## src/rtl/raster_scan_gen.sv

```systemverilog
// raster_scan_gen
// Two-dimensional raster scan generator for the edge-detection datapath.
// A frame is started from IDLE. At that point the column/row limits, the base
// address and the row pitch are latched. The block then emits one
// (x, y, address) beat per valid/ready handshake. x is the fast index.
// Each beat carries position flags for the 3x3 window logic and the read master.
// Ports:
//   clk_i, rst_i          clock (rising edge) and asynchronous active-high reset
//   start_i, abort_i      frame start (honoured in IDLE) and synchronous abort
//   x_last_i, y_last_i    last column / last row index, latched on start
//   base_i, pitch_i       address of pixel (0,0) and row stride, latched on start
//   ready_i / valid_o     beat handshake
//   x_o, y_o, addr_o      current beat position and address
//   first_o, row_end_o, last_o, border_o   beat position flags
//   busy_o, done_o        frame in progress / one-cycle completion pulse
module raster_scan_gen #(
    parameter int X_W    = 10,
    parameter int Y_W    = 10,
    parameter int ADDR_W = 24
) (
    input  logic              clk_i,
    input  logic              rst_i,
    input  logic              start_i,
    input  logic              abort_i,
    input  logic [X_W-1:0]    x_last_i,
    input  logic [Y_W-1:0]    y_last_i,
    input  logic [ADDR_W-1:0] base_i,
    input  logic [ADDR_W-1:0] pitch_i,
    input  logic              ready_i,
    output logic              valid_o,
    output logic [X_W-1:0]    x_o,
    output logic [Y_W-1:0]    y_o,
    output logic [ADDR_W-1:0] addr_o,
    output logic              first_o,
    output logic              row_end_o,
    output logic              last_o,
    output logic              border_o,
    output logic              busy_o,
    output logic              done_o
);

    typedef enum logic [1:0] {
        ST_IDLE = 2'd0,
        ST_RUN  = 2'd1,
        ST_DONE = 2'd2
    } state_t;

    state_t              state_q, state_d;
    logic [X_W-1:0]      x_q, x_d;
    logic [Y_W-1:0]      y_q, y_d;
    logic [ADDR_W-1:0]   addr_q, addr_d;
    logic [ADDR_W-1:0]   row_base_q, row_base_d;
    logic [X_W-1:0]      x_last_q, x_last_d;
    logic [Y_W-1:0]      y_last_q, y_last_d;
    logic [ADDR_W-1:0]   pitch_q, pitch_d;
    logic                valid_q, valid_d;
    logic                busy_q, busy_d;
    logic                done_q, done_d;

    logic                row_end_s;
    logic                col_end_s;
    logic                last_s;
    logic [ADDR_W-1:0]   next_row_base_s;

    // Position decode against the latched limits.
    always_comb begin
        row_end_s       = (x_q == x_last_q);
        col_end_s       = (y_q == y_last_q);
        last_s          = row_end_s && col_end_s;
        // The next row start is reached by adding the pitch once, so no multiplier is needed.
        next_row_base_s = row_base_q + pitch_q;
    end

    // Next-state, scan counters and address stepping.
    always_comb begin
        state_d    = state_q;
        x_d        = x_q;
        y_d        = y_q;
        addr_d     = addr_q;
        row_base_d = row_base_q;
        x_last_d   = x_last_q;
        y_last_d   = y_last_q;
        pitch_d    = pitch_q;

        if (abort_i) begin
            // Abort overrides start and any pending handshake.
            state_d    = ST_IDLE;
            x_d        = {X_W{1'b0}};
            y_d        = {Y_W{1'b0}};
            addr_d     = {ADDR_W{1'b0}};
            row_base_d = {ADDR_W{1'b0}};
        end else begin
            case (state_q)
                ST_IDLE: begin
                    if (start_i) begin
                        state_d    = ST_RUN;
                        x_last_d   = x_last_i;
                        y_last_d   = y_last_i;
                        pitch_d    = pitch_i;
                        row_base_d = base_i;
                        addr_d     = base_i;
                        x_d        = {X_W{1'b0}};
                        y_d        = {Y_W{1'b0}};
                    end else begin
                        state_d = ST_IDLE;
                    end
                end
                ST_RUN: begin
                    if (ready_i) begin
                        if (last_s) begin
                            // The final beat holds its position through DONE.
                            state_d = ST_DONE;
                        end else if (!row_end_s) begin
                            x_d    = x_q + {{(X_W-1){1'b0}}, 1'b1};
                            addr_d = addr_q + {{(ADDR_W-1){1'b0}}, 1'b1};
                        end else begin
                            x_d        = {X_W{1'b0}};
                            y_d        = y_q + {{(Y_W-1){1'b0}}, 1'b1};
                            row_base_d = next_row_base_s;
                            addr_d     = next_row_base_s;
                        end
                    end else begin
                        state_d = ST_RUN;
                    end
                end
                ST_DONE: begin
                    // A start_i here is deliberately ignored.
                    state_d = ST_IDLE;
                end
                default: begin
                    state_d = ST_IDLE;
                end
            endcase
        end

        // Status outputs are registered from the next state.
        valid_d = (state_d == ST_RUN);
        busy_d  = (state_d != ST_IDLE);
        done_d  = (state_d == ST_DONE);
    end

    // State, counters, latched frame parameters and status registers.
    always_ff @(posedge clk_i or posedge rst_i) begin
        if (rst_i) begin
            state_q    <= ST_IDLE;
            x_q        <= {X_W{1'b0}};
            y_q        <= {Y_W{1'b0}};
            addr_q     <= {ADDR_W{1'b0}};
            row_base_q <= {ADDR_W{1'b0}};
            x_last_q   <= {X_W{1'b0}};
            y_last_q   <= {Y_W{1'b0}};
            pitch_q    <= {ADDR_W{1'b0}};
            valid_q    <= 1'b0;
            busy_q     <= 1'b0;
            done_q     <= 1'b0;
        end else begin
            state_q    <= state_d;
            x_q        <= x_d;
            y_q        <= y_d;
            addr_q     <= addr_d;
            row_base_q <= row_base_d;
            x_last_q   <= x_last_d;
            y_last_q   <= y_last_d;
            pitch_q    <= pitch_d;
            valid_q    <= valid_d;
            busy_q     <= busy_d;
            done_q     <= done_d;
        end
    end

    assign valid_o   = valid_q;
    assign busy_o    = busy_q;
    assign done_o    = done_q;
    assign x_o       = x_q;
    assign y_o       = y_q;
    assign addr_o    = addr_q;
    assign first_o   = (x_q == {X_W{1'b0}}) && (y_q == {Y_W{1'b0}});
    assign row_end_o = row_end_s;
    assign last_o    = last_s;
    assign border_o  = (x_q == {X_W{1'b0}}) || (y_q == {Y_W{1'b0}}) || row_end_s || col_end_s;

endmodule

```

## config.mk

```make
export PLATFORM = sky130hd
export DESIGN_NAME = raster_scan_gen
export DESIGN_NICKNAME = d
export VERILOG_FILES = /design/src/rtl/raster_scan_gen.sv
export SDC_FILE = /design/constraint.sdc
export NUM_CORES = 1
export LEC_CHECK = 0
export ABC_AREA = 1
export CAP_MARGIN = 15
export CORE_ASPECT_RATIO = 0.8
export CORE_MARGIN = 3
export CORE_UTILIZATION = 45
export CTS_CLUSTER_SIZE = 40
export DETAILED_ROUTE_END_ITERATION = 8
export PLACE_DENSITY = 0.75
export RECOVER_POWER = 50
export SYNTH_ARGS = -nofsm -noshare
export SYNTH_HDL_FRONTEND = slang
export SYNTH_SLANG_ARGS = --single-unit
```

## constraint.sdc

```tcl
create_clock -name clk_i -period 4.5 [get_ports clk_i]
set_input_delay 1.125 -clock clk_i [delete_from_list [all_inputs] [get_ports clk_i]]
set_output_delay 1.125 -clock clk_i [all_outputs]
set_load 0.005 [all_outputs]
```

# == After elaboration in Yosys (flattened, before gate mapping) ==
# Index checks and enable logic that the tools add are counted.
# Widths: inputs -> output; s select.
# op_classes
n_mux,27
addsub,4
bitwise_logic,1
n_reduce_logical,13
eq_ne,9
# ops
operator,n
$mux 24,9
$pmux 24 s2,2
$mux 10,9
$pmux 10 s2,2
$add 24x1->24 const B,1
$add 24x24->24,1
$add 10x1->10 const B,2
$eq 10x10->1,2
$logic_not 10->1,2
$ne 3x3->1 const B,4
$mux 2,3
$reduce_and 5->1,1
$eq 2x1->1 const B,2
$pmux 2 s2,1
$reduce_and 4->1,1
$logic_or 1x1->1,3
$reduce_and 3->1,1
$reduce_bool 3->1,1
$eq 2x2->1 const B,1
$logic_and 1x1->1,2
$logic_not 2->1,1
$reduce_bool 2->1,1
$mux 1,1
$not 1->1,1
# totals
output_inout_bits,51
inputBits,73
reg_bits,117
elab_cells,65

# == Longest topological paths before layout ==
# Gate-level depths: netlist (run 1).
# depth
word_depth,7
depth_mapped,15
ltp_nobuf,15

# == Worst setup path before layout (run 1) ==
# No wires, ideal clock.
# synth_timing
kind,register to output
start,register x_q[5] (netlist: x_o[5])
end,output port border_o
t_required_ns,3.375
path_stages_with_launch,9
n_path_buf,2
t_arrival_ns,1.350
slack_ns,2.025
cell_sequence,dfrtp_1 -> buf_2 -> xor2_1 -> nor2_1 -> nand3_2 -> nor2_8 -> inv_2 -> buf_2 -> o2111ai_1
# synth_via
elab_chain_len,4
elab_cells_between_ends,5
cone_classes,eq/ne: 1; reduce/logical: 4
# synth_rtl
element,line,rtl
from (decl),49,"logic [X_W-1:0] x_q, x_d;"
from (signal assigned),146,x_q <= {X_W{1'b0}};
$logic_not 10->1,180,assign border_o = (x_q == {X_W{1'b0}}) || (y_q == {Y_W{1'b0}}) || row_end_s || col_end_s;
$logic_or 1x1->1,180,
$logic_or 1x1->1 (*) (2 in a row),180,
to (decl),37,"output logic border_o,"
# Every way passes the cells marked *; elsewhere a longest branch is shown, timed or not.

# == Final worst setup path (run 1) ==
# layout_timing
start,register x_q[6] (netlist: x_o[6])
end,output port border_o
# Same word-level chain as after synthesis.

==> flow_summary.ini, run 1 <==
[timing]
skew_ps = 9.74
fmax_ghz = 0.256
worst_pin_slew_ps = 2380
min_period_ps = 3900
worst_slack_ps = 598
setup_tns_ps = 0
slew_viol_final = 51
setup_violations = 0
rsz0062_at_grt = false
fin_crit_sh_pct = 86.7
relSlewSlack_pct = -59.7
hold_violations = 0

[logic_synthesis]
netlist_area_um2 = 8140
yosysWarningCount = 0
syn_avg_cell_area_um2 = 6.97
netlist_instances = 1168
synth_fp_nets = 1270
synth-seq-cells = 117
ys_seq_area_share_pct = 36.0
synth_cell_types = 38

[clock_network]
numCtsBuffers = 17
ctsRootBufferMaster = clkbuf_16
h-tree-depth = 4
cts-hold-fix-buffers = 0
clk_latency_ps = 430
cts_buffer_depth = 2
path_clk_slew_ps = 60
cts_sinks = 117
cts_resized = 0
cts_tree = yes
post_cts_buffers = 0

[finish]
layout-drive-gt1-share_pct = 8.01
final_common_cell = nand2_1
nets = 1387
syn_to_final_growth_pct = 24.9
fillers = 1684
utilization_pct = 58.0
multi_input_area_um2 = 4510
post_layout_nonfiller_instances = 1523
seqCellArea_um2 = 2930
n_antenna_cell = 0
layout_common_cells = 387 x nand2_1, 131 x inv_1, 117 x dfrtp_1

[grt]
grt_pass1_wl_um = 40200
first_global_vias = 7596
overflow = 0
grt_start_max_net_pins = 52
grt.total_usage_pct = 25.6
antenna_found_initial = 0

[floorplan]
dieArea_um2 = 19800
core-area_um2 = 17500
fp-row-count = 43
start_util_pct = 46.4
fp.dieW_um = 156
ioPinCount = 124
fp.dieH_um = 126

[routing]
wire_per_inst_um = 16.2
vias = 8214
drt-total-wl_um = 24700
firstDrtPassIters = 7
drc_errors = 0
drtIter0Drc = 831
postRouteAntennaNets = 0
routed_via_density = 5.39

[setup_path]
criticalPathCategory = flop to output port
cp-end-kind = output port
rrSetupSlack_ps = 1290
worstPathMaxFanout = 28
crit_required_ps = 3380
crit_path_start_kind = flop
arrival_ps = 2780

[pwr]
leakage_nw = 5.00
max-vdd-ir-drop_mv = 0.306
power.total_mw = 4.43
powerDensity_nw_per_um2 = 435

[placed_design]
place_congestion = 0.965
dp_slack_ps = 1050
dpl.hpwl_um = 18500
portBuffers = 123
place_inst = 1491

[status]
violations = max-capacitance violations, max-slew violations
status = complete, but fails checks

[hold_path]
hp-class = flop to flop

[job]
maxCapViolations = 1
## per-stage QoR
step	area (µm²)	hold slack (ps)
finish	10200	495
global route	10200	518
CTS	10200	494
detailed placement	9560	478
global placement	9560	476
floorplan	8140	455
## cell families (layout without fill, tap and decap cells)
| kind of cell | after synthesis | after routing | synth area share (%) |
|---|---|---|---|
| muxes | 37 | 37 | 5.12 |
| DFF | 117 | 117 | 36.0 |
| AOI/OAI and AO/OA | 109 | 109 | 6.99 |
| buffers and inverters | 174 | 304 | 8.67 |
| and+or+nand+nor | 673 | 673 | 35.6 |
| adders and majority gates | 29 | 29 | 4.55 |
| xor gates and xnor gates | 29 | 29 | 3.12 |
## per-layer routing
layer / vias to the layer above / share of wire [%] / GRT usage [%]
met5: - / 0 / 0
met4: 0 / 1.8 / 6.95
li1: 4005 / - / -
met2: 359 / 41 / 35.6
met1: 3810 / 48 / 40.0
met3: 40 / 9.1 / 5.56
## synthesized netlist by cell type
library cell	instances	share of area [%]
inv_1	132	6.1
nor2_2	1	0.077
inv_2	9	0.41
nand2_4	1	0.14
o21ai_1	28	1.7
o21ai_0	32	2.0
nand2_2	3	0.23
dfrtp_1	117	36
xnor2_1	4	0.43
o21a_1	1	0.092
a21oi_1	40	2.5
nor4_1	6	0.46
ha_1	28	4.3
mux2_2	37	5.1
o211ai_1	6	0.55
nand3_1	100	6.1
buf_4	1	0.092
and2_1	3	0.23
nand3_4	2	0.43
nand4_1	21	1.6
fa_1	1	0.25
buf_6	4	0.55
nor3_4	1	0.20
o2111ai_1	1	0.11
nor3_1	25	1.5
or2_2	6	0.46
nand3_2	2	0.25
buf_1	1	0.046
xor2_1	25	2.7
nand3b_1	4	0.37
nor2_1	106	4.9
or2_0	1	0.077
o21bai_1	1	0.092
nand2_1	387	18
nor2_4	3	0.41
buf_2	15	0.92
nor2_8	1	0.25
clkbuf_1	12	0.55
## final cells by class
cell class	instances	area share (%)
Multi-Input combinational cell	877	44.4
Clock inverter	13	1.67
Sequential cell	117	28.8
Inverter	141	5.22
Tap cell	225	2.77
Timing Repair Buffer	131	12.7
Clock buffer	19	4.45
## critical path: stages (launching register included)
cell	delay, ps
dfrtp_1	460
inv_2	120
or2_0	110
nand2_1	50
nor2_1	120
nand2_2	110
nor2_8	380
inv_2	300
o2111ai_1	150
clkdlybuf4s50_1	540
## sequential cells by signal (all words and copies together), names as in the netlist
| register | flops |
|---|---|
| state_q | 2 |
| valid_o | 1 |
| done_o | 1 |
| x_last_q | 10 |
| pitch_q | 24 |
| row_base_q | 24 |
| y_last_q | 10 |
| addr_o | 24 |
| busy_o | 1 |
| x_o | 10 |
| y_o | 10 |
## path summary, 6_finish.rpt
path / startpoint / to / depth (start not counted)
max: x_o[6] / border_o / 9
min: row_base_q[19] / row_base_q[19] / 2
max reg2reg: state_q[1] / row_base_q[12] / 10
min reg2reg: row_base_q[19] / row_base_q[19] / 2
max in group asynchronous: rst_i / pitch_q[21] / 3
min in group asynchronous: rst_i / y_last_q[6] / 2
## power breakdown
| group | leakage (nW) | internal (mW) | switching (mW) |
|---|---|---|---|
| clock network | 0.297 | 0.908 | 0.552 |
| registers | 1.47 | 1.23 | 0.185 |
| logic | 3.23 | 0.592 | 0.960 |
| total | 5.00 | 2.73 | 1.70 |
Note: power is estimated with default switching activity, not from simulation.
==> inputs of run 2 (changes only) <==
GPL_ROUTABILITY_DRIVEN = 1   (was default)
SKIP_LAST_GASP = 1   (was default)
SLEW_MARGIN = 20   (was default)
==> results of run 2 <==
Final layout, timing and power as in run 1 (identical DEF).
==> inputs of run 3 (changes only) <==
clock period = 4.3 ns   (was 4.5 ns; I/O delays follow)
==> flow_summary.ini, run 3 (synthesis results as in run 1) <==
[timing]
fin_crit_sh_pct = 87.9
slew_viol_final = 89
rsz0062_at_grt = false
fmax_ghz = 0.264
worst_pin_slew_ps = 2270
min_period_ps = 3780
setup_violations = 0
hold_slack_ps = 505
setup_tns_ps = 0
relSlewSlack_pct = -51.9
skew_ps = 13.6
hold_violations = 0

[clock_network]
h-tree-depth = 4
cts-hold-fix-buffers = 0
post_cts_buffers = 0
clk_latency_ps = 440
path_clk_slew_ps = 60
ctsRootBufferMaster = clkbuf_16
cts_sinks = 117
numCtsBuffers = 17
cts_buffer_depth = 2
cts_resized = 0
cts_tree = yes

[finish]
layout-drive-gt1-share_pct = 8.07
nets = 1390
final_area_um2 = 10100
layout_common_cells = 387 x nand2_1, 131 x inv_1, 117 x dfrtp_1
syn_to_final_growth_pct = 24.4
post_layout_nonfiller_instances = 1526
n_antenna_cell = 0
final_common_cell = nand2_1

[status]
status = complete, but fails checks
violations = max-capacitance violations, max-slew violations

[placed_design]
portBuffers = 123
place_congestion = 1.01
dpl.hpwl_um = 18500
place_area_um2 = 9580
place_inst = 1494

[pwr]
sw_frac_of_total_pct = 38.9
seq_power_share_pct = 32.7
p_comb_share_pct = 35.9
leakage_nw = 4.98
power.total_mw = 4.53
powerDensity_nw_per_um2 = 447
netSwitchingPower_mw = 1.76
clock_power_share_pct = 31.4
max-vdd-ir-drop_mv = 0.239
power.internal_mw = 2.77

[routing]
drt-total-wl_um = 24900
wire_per_inst_um = 16.3
dr.max_layer_used = met4
met2_length_um = 10300
vias = 8181
m1WireLength_um = 11800
postRouteAntennaNets = 0
firstDrtPassIters = 6
wl_met3_um = 2400
drc_errors = 0
routed_via_density = 5.36
drtIter0Drc = 1020

[grt]
antenna_found_initial = 0
first_global_vias = 7525
grt_start_max_net_pins = 50
grt.total_usage_pct = 25.5
overflow = 0
grt_pass1_wl_um = 39800

[setup_path]
crit_required_ps = 4610
arrival_ps = 4090
worstPathMaxFanout = 38
crit_path_start_kind = input port
cp-end-kind = flop
criticalPathCategory = input port to flop

[hold_path]
hp-class = flop to flop

[floorplan]
start_util_pct = 46.4
ioPinCount = 124
core-area_um2 = 17500
dieArea_um2 = 19800
fp.dieW_um = 156
fp-row-count = 43
fp.dieH_um = 126

[job]
maxCapViolations = 2
==> run 3: cell count changes in the layout (fill, tap and decap cells not counted), moves of 2 or more <==
cell,previous run,this run
clkbuf_2,0,2
clkinv_2,1,3
dlygate4sd3_1,23,18
clkbuf_8,2,0
clkinv_4,2,4
buf_4,4,6
clkdlybuf4s50_1,100,105
==> run 3: critical path, cell delays in order <==
cell	delay, ps
dlygate4sd3_1	810
inv_1	110
buf_4	240
nand3_1	130
dlymetal6s4s_1	1240
mux2_2	440
==> run 3: path summary, 6_finish.rpt <==
| kind | startpoint | endpoint | slack, ps | depth (start not counted) |
|---|---|---|---|---|
| worst max-delay path | abort_i | pitch_q[14] | 520 | 6 |
| worst min-delay path | row_base_q[23] | row_base_q[23] | 510 | 2 |
| worst max register to register | state_q[1] | row_base_q[6] | 1280 | 10 |
| worst min register to register | row_base_q[23] | row_base_q[23] | 510 | 2 |
| max in group asynchronous | rst_i | y_last_q[4] | 900 | 3 |
| min in group asynchronous | rst_i | y_last_q[7] | 1710 | 2 |
==> run 3: cell type report <==
| class | instances | area, µm² |
|---|---|---|
| clock inverter | 14 | 151 |
| multi-input combinational | 877 | 4510 |
| clock buffer | 18 | 429 |
| tap | 225 | 282 |
| timing repair buffer | 134 | 1310 |
| sequential | 117 | 2930 |
| fill | 1657 | 7410 |
| inverter | 141 | 531 |
==> run 3: per-stage QoR <==
| step | util (%) | setup WS [ps] |
|---|---|---|
| global route | 57.8 | 340 |
| CTS | 57.9 | 618 |
| detailed placement | 54.6 | 889 |
| finish | 57.8 | 519 |
| floorplan | - | 124 |
| global placement | 54.6 | 1040 |
==> run 3: metal layers <==
metal,vias up,global-route usage [%]
li1,3992,-
met1,3773,39.8
met2,384,35.7
met3,32,5.63
met4,0,6.28
met5,-,0
==> run 3: power groups by stage <==
| stage | clock, mW | combinational [mW] | sequential [mW] |
|---|---|---|---|
| floorplan | 0 | 1.11 | 1.42 |
| global placement | 0 | 1.55 | 1.49 |
| detailed placement | 0 | 1.58 | 1.49 |
| CTS | 1.43 | 1.60 | 1.48 |
| global route | 1.48 | 1.81 | 1.51 |
| finish | 1.42 | 1.63 | 1.48 |
